File: config.mk
export PLATFORM = sky130hd
export DESIGN_NAME = datamover_ldst_arbiter
export DESIGN_NICKNAME = d
export VERILOG_FILES = /design/src/rtl/datamover_ldst_arbiter.sv
export SDC_FILE = /design/constraint.sdc
export NUM_CORES = 1
export LEC_CHECK = 0
export CAP_MARGIN = 30
export CELL_PAD_IN_SITES_DETAIL_PLACEMENT = 1
export CELL_PAD_IN_SITES_GLOBAL_PLACEMENT = 1
export CORE_AREA = 2 2 188 190
export CTS_BUF_LIST = sky130_fd_sc_hd__clkbuf_4 sky130_fd_sc_hd__clkbuf_8
export DETAILED_ROUTE_END_ITERATION = 10
export DIE_AREA = 0 0 190 192
export PLACE_DENSITY = 0.7
export SYNTH_ARGS = -nofsm -noshare
export SYNTH_HDL_FRONTEND = slang
export SYNTH_SLANG_ARGS = --single-unit
File: constraint.sdc
create_clock -name clk_i -period 2.79 [get_ports clk_i]
set_clock_uncertainty 0.1 [all_clocks]
set_input_delay 0.558 -clock clk_i [delete_from_list [all_inputs] [get_ports clk_i]]
set_output_delay 0.558 -clock clk_i [all_outputs]
set_load 0.1 [all_outputs]
File: src/rtl/datamover_ldst_arbiter.sv
// Round-robin arbiter merging NB_LD load and NB_ST store channels onto one TCDM port, with an in-order ID FIFO for load responses.
// Optional perf counters are enabled by defining DATAMOVER_ARB_PERF_EN.
module datamover_ldst_arbiter #(
  parameter int NB_LD           = 2,
  parameter int NB_ST           = 1,
  parameter int DW              = 64,
  parameter int AW              = 32,
  parameter int MAX_OUTSTANDING = 4,
  // Store port width; stays at least 1 so the ports remain legal when NB_ST = 0
  parameter int STW             = (NB_ST > 0) ? NB_ST : 1
) (
  input  logic                                clk_i,
  input  logic                                rst_ni,
  input  logic                                clear_i,
  input  logic                                enable_i,
  input  logic [NB_LD-1:0]                    ld_req_i,
  output logic [NB_LD-1:0]                    ld_gnt_o,
  input  logic [NB_LD*AW-1:0]                 ld_add_i,
  output logic [NB_LD-1:0]                    ld_r_valid_o,
  output logic [DW-1:0]                       ld_r_data_o,
  input  logic [STW-1:0]                      st_req_i,
  output logic [STW-1:0]                      st_gnt_o,
  input  logic [STW*AW-1:0]                   st_add_i,
  input  logic [STW*DW-1:0]                   st_data_i,
  input  logic [STW*DW/8-1:0]                 st_be_i,
  output logic                                tcdm_req_o,
  input  logic                                tcdm_gnt_i,
  output logic [AW-1:0]                       tcdm_add_o,
  output logic                                tcdm_wen_o,
  output logic [DW/8-1:0]                     tcdm_be_o,
  output logic [DW-1:0]                       tcdm_data_o,
  input  logic                                tcdm_r_valid_i,
  input  logic [DW-1:0]                       tcdm_r_data_i,
  output logic [$clog2(MAX_OUTSTANDING):0]    outstanding_o,
  output logic                                spurious_o,
  output logic [31:0]                         perf_gnt_o,
  output logic [31:0]                         perf_stall_o
);

  localparam int N   = NB_LD + NB_ST;
  localparam int PW  = (N > 1) ? $clog2(N) : 1;
  localparam int IDW = (NB_LD > 1) ? $clog2(NB_LD) : 1;
  localparam int FAW = $clog2(MAX_OUTSTANDING);
  localparam int CW  = FAW + 1;
  localparam int BW  = DW / 8;

  logic [N-1:0]   w_req, w_elig;
  logic [PW-1:0]  w_sel;
  logic           w_any, w_is_ld, w_hs, w_push, w_pop;
  logic           w_full, w_empty, w_full_eff;
  logic [IDW-1:0] w_head;

  logic [IDW-1:0] r_id_mem [MAX_OUTSTANDING];
  logic [FAW-1:0] r_wptr, r_rptr;
  logic [CW-1:0]  r_count;
  logic [PW-1:0]  r_rr;

  genvar gi;
  generate
    for (gi = 0; gi < NB_LD; gi++) begin : g_ld_req
      assign w_req[gi] = ld_req_i[gi];
    end
    for (gi = 0; gi < NB_ST; gi++) begin : g_st_req
      assign w_req[NB_LD+gi] = st_req_i[gi];
    end
    // A pop in the same cycle frees a slot, so a full FIFO still accepts a load
    for (gi = 0; gi < N; gi++) begin : g_elig
      if (gi < NB_LD) begin : g_ld
        assign w_elig[gi] = w_req[gi] & enable_i & ~w_full_eff;
      end else begin : g_st
        assign w_elig[gi] = w_req[gi] & enable_i;
      end
    end
  endgenerate

  assign w_empty    = (r_count == '0);
  assign w_full     = (r_count == CW'(MAX_OUTSTANDING));
  assign w_pop      = tcdm_r_valid_i & ~w_empty;
  assign w_full_eff = w_full & ~w_pop;
  assign w_head     = r_id_mem[r_rptr];

  // Lowest offset from r_rr wins, so scan offsets from the far end downwards
  always_comb begin
    int idx;
    w_sel = '0;
    for (int k = N - 1; k >= 0; k--) begin
      idx = int'(r_rr) + k;
      if (idx >= N) idx = idx - N;
      if (w_elig[idx]) w_sel = PW'(idx);
    end
  end

  assign w_any   = |w_elig;
  assign w_is_ld = w_any & (int'(w_sel) < NB_LD);
  assign w_hs    = w_any & tcdm_gnt_i;
  assign w_push  = w_hs & w_is_ld;

  always_comb begin
    int s;
    tcdm_add_o  = '0;
    tcdm_wen_o  = 1'b0;
    tcdm_be_o   = '0;
    tcdm_data_o = '0;
    s           = 0;
    if (w_is_ld) begin
      tcdm_add_o = ld_add_i[int'(w_sel)*AW +: AW];
      tcdm_wen_o = 1'b1;
      tcdm_be_o  = '1;
    end else if (w_any) begin
      s           = int'(w_sel) - NB_LD;
      tcdm_add_o  = st_add_i[s*AW +: AW];
      tcdm_be_o   = st_be_i[s*BW +: BW];
      tcdm_data_o = st_data_i[s*DW +: DW];
    end
  end

  always_comb begin
    ld_gnt_o     = '0;
    st_gnt_o     = '0;
    ld_r_valid_o = '0;
    for (int c = 0; c < NB_LD; c++) begin
      ld_gnt_o[c]     = w_hs & (int'(w_sel) == c);
      ld_r_valid_o[c] = w_pop & (int'(w_head) == c);
    end
    for (int c = 0; c < NB_ST; c++) begin
      st_gnt_o[c] = w_hs & (int'(w_sel) == NB_LD + c);
    end
  end

  assign tcdm_req_o    = w_any;
  assign ld_r_data_o   = tcdm_r_data_i;
  assign outstanding_o = r_count;
  assign spurious_o    = tcdm_r_valid_i & w_empty;

  always_ff @(posedge clk_i) begin
    if (w_push) r_id_mem[r_wptr] <= w_sel[IDW-1:0];
  end

  always_ff @(posedge clk_i or negedge rst_ni) begin
    if (!rst_ni) begin
      r_wptr  <= '0;
      r_rptr  <= '0;
      r_count <= '0;
      r_rr    <= '0;
    end else if (clear_i) begin
      r_wptr  <= '0;
      r_rptr  <= '0;
      r_count <= '0;
      r_rr    <= '0;
    end else begin
      if (w_push) r_wptr <= r_wptr + 1'b1;
      if (w_pop)  r_rptr <= r_rptr + 1'b1;
      r_count <= r_count + CW'(w_push) - CW'(w_pop);
      if (w_hs) r_rr <= (w_sel == PW'(N - 1)) ? '0 : w_sel + 1'b1;
    end
  end

`ifdef DATAMOVER_ARB_PERF_EN
  logic [31:0] r_perf_gnt, r_perf_stall;

  always_ff @(posedge clk_i or negedge rst_ni) begin
    if (!rst_ni) begin
      r_perf_gnt   <= '0;
      r_perf_stall <= '0;
    end else if (clear_i) begin
      r_perf_gnt   <= '0;
      r_perf_stall <= '0;
    end else begin
      if (w_hs && r_perf_gnt != '1) r_perf_gnt <= r_perf_gnt + 1'b1;
      if ((|w_req) && !w_hs && r_perf_stall != '1) r_perf_stall <= r_perf_stall + 1'b1;
    end
  end

  assign perf_gnt_o   = r_perf_gnt;
  assign perf_stall_o = r_perf_stall;
`else
  assign perf_gnt_o   = '0;
  assign perf_stall_o = '0;
`endif

endmodule
==> results.json <==
{
  "outcome": "finished with violations",
  "violations": "setup timing",
  "avgViaCountPerCell": 3.33,
  "synthAdderAreaFrac_pct": 3.95,
  "yosys.area_share.simple_pct": 24.0,
  "diodes": 0,
  "vias": 3975,
  "syn_inst": 441,
  "numCtsBuffers": 3,
  "syn_area_um2": 3040,
  "synth_most_common_cell": "buf_4",
  "synth_common_cells": "130 x buf_4, 71 x and2_1, 66 x a21oi_1",
  "period_share_pct": 112,
  "drc_errors": 0,
  "slew_viol_final": 0,
  "startpoint_type": "flip-flop",
  "p_seq_share_pct": 6.0,
  "clk_pin_slew_ns": 0.05,
  "p_sw_mw": 2.77,
  "netlist.area_leader.share_pct": 32.1,
  "io_pins": 484,
  "synth_edf_count": 4,
  "ctsHoldBuffers": 0,
  "combPwrFrac_pct": 90.2,
  "numClockSinks": 13,
  "period_minus_slack_ns": 3.11,
  "holdWs_ns": 0.488,
  "port_buffers": 291,
  "ir_drop_mv": 0.530,
  "avgRoutedWirePerCell_um": 17.0,
  "grt_max_degree": 35,
  "switching_share_pct": 58.5,
  "cp.required_ns": 2.13,
  "syn_to_final_growth_pct": 192,
  "synthTopCellsByArea": "buf_4 32%, and2_1 15%, a21oi_1 11%",
  "holdCritPathClass": "reg2reg",
  "p_leak_nw": 3.49,
  "fp.dieW_um": 190,
  "seq_area_frac_synth_pct": 11.4,
  "crit_arrival_ns": 2.45,
  "setup_viol": 110,
  "synth_area_per_cell_um2": 6.89,
  "initial_core_util_pct": 8.86,
  "rows": 68,
  "num-nets-final": 991,
  "cts_tree": "yes",
  "htree_levels": 1,
  "core_um2": 34300,
  "synth.area.mux_share_pct": 0.741,
  "dp_hpwl_mm": 15.8,
  "grt_overflow": 0,
  "path_class": "reg2out",
  "routed_wl_mm": 20.3,
  "gp_congestion": 0.774,
  "drive_gt1_share_pct": 53.4,
  "synth_top_family_by_area": "buffers and inverters",
  "synth-seq-cells": 13,
  "die-area_um2": 36500,
  "power_mw": 4.74,
  "final_hold_viol_count": 0,
  "postLayoutCoreUtil_pct": 25.8,
  "rsz0062_at_grt": "yes",
  "synth_warnings": 0,
  "ant_nets": 0,
  "ys.flop_type": "dfrtp_1",
  "clk_path_buf_depth": 2,
  "grt_usage_pct": 10.3,
  "synthXorXnorAreaFrac_pct": 1.15,
  "root_buffer": "clkbuf_8",
  "die_h_um": 192,
  "fmax_mhz": 321,
  "p_clk_share_pct": 3.8,
  "ys_types": 37,
  "layout_setup_ws_ns": -0.323,
  "clock_latency_ns": 0.25,
  "drtIter0Drc": 58,
  "intPower_mw": 1.97,
  "antenna_found_initial": 1,
  "first_global_vias": 4293,
  "cp_max_fo": 33,
  "yosysTopAreaCell": "buf_4",
  "crit_path_end_kind": "output pin",
  "power_density_nw_per_um2": 535,
  "firstDrtPassIters": 4,
  "synth_compound_area_share_pct": 21.2,
  "cap_violations": 0,
  "grt_pass1_wl_mm": 27.8,
  "regToRegSetupSlack_ns": -0.10,
  "async_reset_ff_share_pct": 69.2
}
## critical path, stage by stage, from the launching register on
cell	delay (ns)
dfrtp_4	0.50
nor4b_4	0.37
buf_4	0.20
nor3_4	0.04
a211o_2	0.33
buf_12	0.18
o21ai_1	0.20
buf_4	0.15
a21oi_4	0.03
buf_12	0.16
## flip-flops by register name (all words and copies together), names as in the netlist
signal,cells
r_id_mem,4
r_rr,2
outstanding_o,3
r_rptr,2
r_wptr,2
## cell usage in the layout, fill, tap and decap left out, drive strengths merged, types with 2 or more instances in the layout
cell / count
dlygate4sd2: 4
edfxtp: 4
buf: 209
xor2: 2
o21a: 8
a31o: 2
o21ai: 34
a211oi: 2
a21oi: 66
nand2: 37
nor2: 8
or3: 2
and2: 71
nor3: 2
conb: 64
ha: 8
inv: 9
nand3: 5
xnor2: 2
dfrtp: 9
clkbuf: 5
clkdlybuf4s50: 171
or4b: 2
nor2b: 3
## cells by family after synthesis
kind of cell	Yosys count
fa+ha+maj	9
simple gates	132
buf+inv	164
xor+xnor	4
flops	13
other cells	1
compound gates	117
mux	1
## area by class of cell
cell class                      count  area [um^2]
Tap cell                          455          569
Clock buffer                        4         48.8
Multi-Input combinational cell    327         2720
Inverter                           10         46.3
Timing Repair Buffer              386         5120
Fill cell                        3877        25400
Sequential cell                    13          357
## metrics by stage
| step | TNS, ns | std cells | area, um^2 | setup WS (ns) |
|---|---|---|---|---|
| global placement | -61.84 | 1171 | 8230 | -0.692 |
| detailed placement | -66.65 | 1171 | 8230 | -0.702 |
| floorplan | -4.70 | 504 | 4040 | -0.192 |
| global route | -36.98 | 1195 | 8860 | -0.439 |
| finish | -23.94 | 1195 | 8860 | -0.323 |
| CTS | -28.89 | 1192 | 8680 | -0.365 |
## worst paths after layout
path / start / cells after the start / endpoint
worst min register to register: r_rr[0]$_DFFE_PN0P_ / 2 / r_rr[0]$_DFFE_PN0P_
max in group asynchronous: rst_ni / 1 / outstanding_o[0]$_DFF_PN0_
worst min-delay path: r_rr[0]$_DFFE_PN0P_ / 2 / r_rr[0]$_DFFE_PN0P_
worst max register to register: r_rr[0]$_DFFE_PN0P_ / 16 / outstanding_o[2]$_DFF_PN0_
min in group asynchronous: rst_ni / 1 / outstanding_o[2]$_DFF_PN0_
worst max-delay path: outstanding_o[0]$_DFF_PN0_ / 9 / tcdm_add_o[25]
## power groups by stage
stage | clock network [mW] | registers, mW | logic, mW
2_1_floorplan | 0 | 0.411 | 2.86
3_3_place_gp | 0 | 0.287 | 3.96
3_5_place_dp | 0 | 0.288 | 4.00
4_1_cts | 0.188 | 0.284 | 4.20
5_1_grt | 0.200 | 0.291 | 4.43
6_report | 0.179 | 0.285 | 4.27
## layer usage
layer	vias to the layer above	track usage [%]	part of all wire, %
met5	-	0	0
met4	0	2.24	1.9
met3	30	2.27	6.5
met2	197	18.5	52
met1	1895	12.5	39
li1	1853	-	-
## what timing repair did
item,in CTS,in global routing
buffers inserted,11,3
endpoints found under the setup margin,111,111
hold endpoints to repair,0,0
gates cloned,6,1
gates resized for setup,63,47
pin swaps,10,20
No activity file was read; power rests on OpenSTA's default activity.
